### src/rtl/rr_arbiter_8to1_if.sv
// Request/grant bundle between the requesting agents and the round-robin arbiter.
// master drives requests and observes grants; slave is the arbiter side.
interface rr_arbiter_8to1_if;
   logic [7:0] req;
   logic [7:0] grant;
   logic [2:0] grant_id;
   logic       grant_valid;
   logic       timeout;

   modport master (
      output req,
      input  grant,
      input  grant_id,
      input  grant_valid,
      input  timeout
   );

   modport slave (
      input  req,
      output grant,
      output grant_id,
      output grant_valid,
      output timeout
   );
endinterface

### src/rtl/rr_arbiter_8to1.sv
// Eight-requester round-robin arbiter with a registered one-hot grant and binary index.
// Define ARB_TIMEOUT_EN to build the hold watchdog that revokes grants after HOLD_MAX cycles.
module rr_arbiter_8to1 #(
   parameter int unsigned HOLD_MAX = 16
) (
   input logic               clk,
   input logic               rst_n,
   rr_arbiter_8to1_if.slave  bus
);

   typedef enum logic [0:0] {StIdle, StGrant} state_e;

   state_e     state_q, state_d;
   logic [2:0] owner_q, owner_d;
   logic [2:0] ptr_q, ptr_d;
   logic [7:0] arb_req;
   logic [2:0] winner;
   logic       found;
   logic       revoke;
   logic       keep;
   logic       new_grant;

`ifdef ARB_TIMEOUT_EN
   localparam int unsigned HoldW = $clog2(HOLD_MAX + 1);

   logic [HoldW-1:0] hold_q, hold_d;
   logic             timeout_q;

   assign revoke = (state_q == StGrant) && bus.req[owner_q] && (hold_q == HoldW'(HOLD_MAX));
`else
   assign revoke = 1'b0;
`endif

   assign keep = (state_q == StGrant) && bus.req[owner_q] && !revoke;

   // A revoked owner is masked for this one decision only.
   always_comb begin
      arb_req = bus.req;
      if (revoke) begin
         arb_req[owner_q] = 1'b0;
      end
   end

   // Search upward from ptr, wrapping 7 -> 0; first set bit wins.
   always_comb begin
      found  = 1'b0;
      winner = 3'd0;
      for (int unsigned i = 0; i < 8; i++) begin
         if (!found && arb_req[ptr_q + 3'(i)]) begin
            found  = 1'b1;
            winner = ptr_q + 3'(i);
         end
      end
   end

   always_comb begin
      state_d   = state_q;
      owner_d   = owner_q;
      ptr_d     = ptr_q;
      new_grant = 1'b0;
      unique case (state_q)
         StIdle: begin
            if (found) begin
               new_grant = 1'b1;
            end
         end
         StGrant: begin
            if (!keep) begin
               if (found) begin
                  new_grant = 1'b1;
               end else begin
                  state_d = StIdle;
               end
            end
         end
         default: state_d = StIdle;
      endcase
      if (new_grant) begin
         state_d = StGrant;
         owner_d = winner;
         ptr_d   = winner + 3'd1;
      end
   end

   always_ff @(posedge clk) begin
      if (!rst_n) begin
         state_q <= StIdle;
         owner_q <= 3'd0;
         ptr_q   <= 3'd0;
      end else begin
         state_q <= state_d;
         owner_q <= owner_d;
         ptr_q   <= ptr_d;
      end
   end

`ifdef ARB_TIMEOUT_EN
   always_comb begin
      hold_d = hold_q;
      if (new_grant) begin
         hold_d = HoldW'(1);
      end else if (keep) begin
         hold_d = hold_q + HoldW'(1);
      end
   end

   always_ff @(posedge clk) begin
      if (!rst_n) begin
         hold_q    <= '0;
         timeout_q <= 1'b0;
      end else begin
         hold_q    <= hold_d;
         timeout_q <= revoke;
      end
   end

   assign bus.timeout = timeout_q;
`else
   assign bus.timeout = 1'b0;
`endif

   assign bus.grant       = (state_q == StGrant) ? (8'd1 << owner_q) : 8'd0;
   assign bus.grant_id    = (state_q == StGrant) ? owner_q : 3'd0;
   assign bus.grant_valid = (state_q == StGrant);

endmodule

### src/flat_wrapper.sv
// flat-port wrapper written by rule: the top's interface ports become plain ports
module rr_arbiter_8to1_flat 
#(
   parameter int unsigned HOLD_MAX = 16
)
  (clk, rst_n, bus_req, bus_grant, bus_grant_id, bus_grant_valid, bus_timeout);
  rr_arbiter_8to1_if bus_i ();
  input logic clk;
  input logic rst_n;
  input wire logic [$bits(bus_i.req)-1:0] bus_req;
  output wire logic [$bits(bus_i.grant)-1:0] bus_grant;
  output wire logic [$bits(bus_i.grant_id)-1:0] bus_grant_id;
  output wire logic [$bits(bus_i.grant_valid)-1:0] bus_grant_valid;
  output wire logic [$bits(bus_i.timeout)-1:0] bus_timeout;
  assign bus_i.req = bus_req;
  assign bus_grant = bus_i.grant;
  assign bus_grant_id = bus_i.grant_id;
  assign bus_grant_valid = bus_i.grant_valid;
  assign bus_timeout = bus_i.timeout;
  rr_arbiter_8to1 #(.HOLD_MAX(HOLD_MAX)) u_core (.clk(clk), .rst_n(rst_n), .bus(bus_i));
endmodule
### config.mk
export PLATFORM = sky130hd
export DESIGN_NAME = rr_arbiter_8to1_flat
export DESIGN_NICKNAME = d
export VERILOG_FILES = /design/src/rtl/rr_arbiter_8to1_if.sv /design/src/rtl/rr_arbiter_8to1.sv /design/src/flat_wrapper.sv
export SDC_FILE = /design/constraint.sdc
export NUM_CORES = 1
export LEC_CHECK = 0
export CAP_MARGIN = 30
export CORE_UTILIZATION = 58
export CTS_CLUSTER_DIAMETER = 120
export DETAILED_ROUTE_END_ITERATION = 8
export PLACE_DENSITY_LB_ADDON = 0.3
export SETUP_SLACK_MARGIN = 0.05
export SLEW_MARGIN = 20
export SYNTH_ARGS = -nofsm -noshare
export SYNTH_HDL_FRONTEND = slang
export SYNTH_SLANG_ARGS = --single-unit
### constraint.sdc
create_clock -name clk -period 5.57 [get_ports clk]
set_input_delay 0.557 -clock clk [delete_from_list [all_inputs] [get_ports clk]]
set_output_delay 0.557 -clock clk [all_outputs]
set_load 0.02 [all_outputs]
==> impl_metrics.ini, run 1 <==
[status]
status = complete, no violations

[setup_path]
rrSetupSlack_ns = 1.54
crit_required_ns = 5.74
path_class = flip-flop to flip-flop
cp_max_fo = 12
end_kind = flip-flop
cpMostUsedCell = ha_1
critPathLaunchType = flip-flop
critPathMaxStageDelay_ns = 0.61
crit_slowest_cell = dfxtp_1
cp_cell_sequence = inv_1 > ha_1 > mux2_1 > mux4_2 > or3_4 > a21o_2 > nand3b_1 > a2bb2oi_2 > ha_1 > nand2_1 > a2111o_1 > o2111ai_1
crit_arrival_ns = 4.20
rr_worst_depth = 12

[sta]
relSlewSlack = 0.4529
fin_crit_ns = 4.027
fmax_mhz = 248.3
period_share = 0.7230
worst_pin_slew_ns = 0.8207
setup_viol = 0
rsz0062_at_grt = false
setup_tns_ns = 0
hold_viol_final = 0
skew_ns = 0.008921
drv_slew = 0

[logic_synthesis]
synth_nets = 167
yosys_register_bits = 7
avgSynthCellArea_um2 = 8.945
ys_async_sr_fraction = 0
ys_warn_count = 0
syn_inst = 154
synth_edf_count = 0
yosysSeqAreaShare = 0.1017
synth.top_cell.area_share = 0.1308
synth_top_area_cell = mux4_2
synth_ff_type = dfxtp_1
synthTopCellsByArea = mux4_2 (13%), dfxtp_1 (10%), mux2_2 (9.8%)
synth_cell_type_count = 51
synthesis.area_mm2 = 0.001378

[run]
cap_violations = 0

[global_routing]
antenna_found_initial = 0
track_usage = 0.2867
first_global_vias = 1161
grt_max_degree = 20
grt_pass1_wl_um = 5589
overflow = 0

[clock_network]
cts_root_buffer = clkbuf_4
cts.htree.levels = 1
clk_latency_ns = 0.25
cts_setup_buffers = 0
cts.clk_slew.worst_paths_ns = 0.06
cts.sinks = 7
clk_path_buf_depth = 2
cts_buffers = 3
cts_resized = 0
cts_hold_buf = 0
cts_tree = done

[final_layout]
diodes = 0
final_layout_size_suffix_gt1_frac = 0.1953
fillers = 195
synthToLayoutAreaGrowth_pct = 13.17
final_nets = 183

[die]
fp.coreArea_mm2 = 0.002233
die_w_um = 50.74
die_h_um = 50.74
io_pins = 23
initial_core_util = 0.6168
dieArea_mm2 = 0.002574
rows = 17

[placed_design]
hpwl_um = 2657
port_buffers = 21
place_congestion = 0.9522

[power]
total_leakage_power_nw = 0.5646
power_uw = 814.7
peakVddDrop_mv = 0.3030
p_per_area_mw_per_mm2 = 522.6

[hold_path]
min_path_cells = 2
holdCritPathClass = flip-flop to flip-flop

[routing]
drt-total-wl_um = 3451
drt_pass1_iterations = 7
drc_errors = 0
vias_per_cell = 6.761
drt_iter0_markers = 63
ant_nets = 0
vias = 1332
routedWlPerCell_um = 17.52
## path summary, 6_finish.rpt
path / start / end
setup / recovery: u_core.ptr_q[1] / u_core.ptr_q[2]
setup reg to reg: u_core.ptr_q[1] / u_core.ptr_q[2]
hold / removal: u_core.owner_q[2] / u_core.owner_q[2]
hold reg to reg: u_core.owner_q[2] / u_core.owner_q[2]
## state kept, by name, summed over array words and instances, names as in the netlist
| register | count |
|---|---|
| u_core.bus.grant_valid | 1 |
| u_core.owner_q | 3 |
| u_core.ptr_q | 3 |
## kinds of logic (layout without fill, tap and decap cells)
group	after synthesis	count (layout)	share of synthesized area
muxes	31	31	0.3569
AOI/OAI and AO/OA	43	43	0.2271
and+or+nand+nor	46	46	0.1735
other	1	1	0.002722
adders and majority gates	3	3	0.02725
xor gates and xnor gates	2	2	0.01272
DFF	7	7	0.1017
buffers and inverters	21	36	0.09809
## cell type report
cell class,count,area [um^2],share of cell area
repair buffers,22,217.7,0.1396
multi-input cells,126,1102,0.7071
inverters,10,37.54,0.02408
well taps,28,35.03,0.02247
flip-flops and latches,7,140.1,0.08989
clock buffers,4,26.28,0.01685
## routing by layer
metal  track usage  vias up  share of wire
li1              -      620              -
met3       0.02424        2          0.070
met1        0.4148      631           0.45
met5             0        -              0
met4       0.04630        0        0.00087
met2        0.4711       79           0.47
## power breakdown
| part | internal (mW) | switching, mW | total, mW |
|---|---|---|---|
| clock network | 0.0273 | 0.0186 | 0.0459 |
| logic | 0.307 | 0.356 | 0.663 |
| registers | 0.0672 | 0.0381 | 0.105 |
## cell usage after synthesis, types with 2 or more instances
cell type and number:
mux2_2 12, nand2_1 11, nor2_1 10, inv_1 9, o21ai_0 9, a21oi_1 8, mux4_2 8, dfxtp_1 7
mux2i_1 6, nor3_1 5, a221oi_1 4, mux4_1 4, nand2b_1 4, nand3_1 4, a22oi_1 3, buf_4 3
clkbuf_1 3, clkbuf_8 3, ha_1 3, and2_1 2, buf_6 2, nor2b_1 2, o22ai_1 2, o31ai_1 2
xor2_1 2
## layout by cell type, fill, tap and decap left out, types with 3 or more instances in the layout
cell type	instances
mux4_2	8
o21ai_0	9
a21oi_1	8
nor3_1	5
nand2b_1	4
dfxtp_1	7
mux4_1	4
a22oi_1	3
inv_1	9
clkdlybuf4s50_1	21
ha_1	3
nand3_1	4
nand2_1	11
nor2_1	10
clkbuf_4	3
a221oi_1	4
mux2_2	12
mux2i_1	6
## worst max-delay path: cells and delay by family (launching register included)
| family | cells | cell delay, ns |
|---|---|---|
| AOI/OAI and AO/OA | 4 | 0.87 |
| buffers and inverters | 1 | 0.21 |
| DFF | 1 | 0.61 |
| adders and majority gates | 2 | 0.77 |
| muxes | 2 | 0.89 |
| and+or+nand+nor | 3 | 0.60 |
## metrics by stage
stage	hold slack (ns)	instances	cell area (um^2)	setup WS, ns	utilization
5_1_grt	0.6933	197	1559	1.370	0.6980
3_3_place_gp	0.5837	193	1533	1.746	0.6863
3_5_place_dp	0.5831	193	1533	1.596	0.6863
2_1_floorplan	0.5382	154	1378	2.192	-
6_report	0.5969	197	1559	1.543	0.6980
4_1_cts	0.5935	197	1559	1.590	0.6980
Power figures use the tool's default switching activity.
==> run 2, diff against run 1 <==
CORE_UTILIZATION = 49   (was 58)
clock period = 3.6 ns   (was 5.57 ns; I/O delays follow)
==> impl_metrics.ini, run 2 (synthesized netlist as in run 1, its figures left out) <==
[sta]
rsz0062_at_grt = false
fmax_mhz = 297.2
fin_crit_ns = 3.365
skew_ns = 0.001085
drv_slew = 0
setup_viol = 0
setup_tns_ns = 0
period_share = 0.9347
worst_pin_slew_ns = 0.8057
relSlewSlack = 0.4629
hold_viol_final = 0

[hold_path]
holdCritPathClass = flip-flop to flip-flop
min_path_cells = 2
hp-start = u_core.owner_q[2]
hold-path-endpoint = u_core.owner_q[2]

[clock_network]
cts.htree.levels = 1
cts.clk_slew.worst_paths_ns = 0.05
clk_path_buf_depth = 2
cts.sinks = 7
cts_tree = done
clk_latency_ns = 0.25
cts_buffers = 3
cts_root_buffer = clkbuf_4
cts_setup_buffers = 0
cts_hold_buf = 0

[final_layout]
final_nets = 190
fillers = 208
final_layout_size_suffix_gt1_frac = 0.2386
final_cell_mix = clkdlybuf4s50_1 (21), mux2_2 (12), nand2_1 (11)
diodes = 0
finalInstanceArea_mm2 = 0.001630
synthToLayoutAreaGrowth_pct = 18.35
final_common_cell = clkdlybuf4s50_1

[routing]
dr_wl_met2_um = 1658
dr_wl_met3_um = 207
vias = 1360
drt_pass1_iterations = 4
wirelength_met1_um = 1573
drt-total-wl_um = 3555
top_layer = met4
drc_errors = 0
ant_nets = 0
drt_iter0_markers = 53
vias_per_cell = 6.602
routedWlPerCell_um = 17.26

[power]
p_sw_frac = 0.4921
p_int_uw = 678.9
p_clk_frac = 0.054
p_per_area_mw_per_mm2 = 819.9
p_seq_frac = 0.108
switchingPower_uw = 657.8
pwr-share-comb = 0.838
total_leakage_power_nw = 0.6006
peakVddDrop_mv = 0.5156

[placed_design]
place_congestion = 0.9379
port_buffers = 21
hpwl_um = 2740
place_area_mm2 = 0.001588

[die]
die_w_um = 55.02
io_pins = 23
dieArea_mm2 = 0.003027
rows = 18
initial_core_util = 0.5365
die_h_um = 55.02
fp.coreArea_mm2 = 0.002567

[global_routing]
overflow = 0
track_usage = 0.2657
grt_max_degree = 19
first_global_vias = 1219
antenna_found_initial = 0
grt_pass1_wl_um = 5747

[status]
status = complete, no violations

[setup_path]
rrSetupSlack_ns = 0.24
critPathLaunchType = flip-flop
path_class = flip-flop to flip-flop
rr_worst_depth = 12
crit_required_ns = 3.78
cp_max_fo = 8
end_kind = flip-flop
worstReg2RegEnd = u_core.ptr_q[2]
worstReg2RegStart = u_core.ptr_q[1]
crit_arrival_ns = 3.54

[run]
cap_violations = 0
-- run 2: final cells by class --
type	count	area (um^2)	area share
clock buffer	4	26.28	0.01612
inverter	10	37.54	0.02302
multi-input combinational	126	1119	0.6861
sequential	7	140.1	0.08596
tap	30	37.54	0.02302
timing repair buffer	29	270.3	0.1658
-- run 2: routing by layer --
layer,vias up,GRT usage
met3,12,0.04918
li1,638,-
met4,0,0.08750
met1,661,0.3605
met2,49,0.4217
met5,-,0
-- run 2: worst max path at each step --
| stage | startpoint | end | depth (start not counted) |
|---|---|---|---|
| 6_report | u_core.ptr_q[1] | u_core.ptr_q[2] | 12 |
| 5_1_grt | u_core.ptr_q[1] | u_core.ptr_q[2] | 12 |
| 4_1_cts | u_core.ptr_q[1] | u_core.ptr_q[2] | 12 |
| 3_5_place_dp | bus_req[5] | u_core.ptr_q[2] | 11 |
| 3_3_place_gp | u_core.ptr_q[1] | u_core.ptr_q[2] | 12 |
| 2_1_floorplan | u_core.ptr_q[0] | u_core.ptr_q[2] | 14 |
-- run 2: worst max-delay path, stage by stage, from the launching register on --
cell	delay, ns
dfxtp_1	0.34
inv_1	0.09
ha_4	0.33
mux2_2	0.36
mux4_2	0.49
or3_4	0.37
a21o_2	0.23
o21ai_1	0.18
a2bb2oi_2	0.21
ha_1	0.21
nand2_1	0.06
a2111o_1	0.34
o2111ai_1	0.07
-- run 2: what timing repair did --
item	4_1_cts	5_1_grt
endpoints found under the setup margin	0	1
gates resized for setup	0	3
endpoints found under the hold margin	0	0
-- run 2: power groups by stage --
stage               Clock, mW  Combinational [mW]  Sequential [mW]
finish                 0.0724                1.12            0.144
global route           0.0813                1.22            0.148
CTS                    0.0743                1.07            0.142
detailed placement          0                1.06            0.144
global placement            0                1.04            0.143
floorplan                   0               0.883            0.117
-- run 2: per-stage QoR --
step | power (mW) | cells | utilization | setup slack (ns) | hold slack [ns]
final | 1.337 | 206 | 0.6350 | 0.2352 | 0.6083
after global routing | 1.446 | 206 | 0.6350 | 0.1220 | 0.6260
after CTS | 1.284 | 206 | 0.6287 | 0.1180 | 0.6014
after detailed placement | 1.207 | 202 | 0.6184 | 0.1276 | 0.5895
after global placement | 1.186 | 202 | 0.6184 | 0.2348 | 0.5745
after floorplan | 0.9994 | 154 | - | 0.2219 | 0.4983
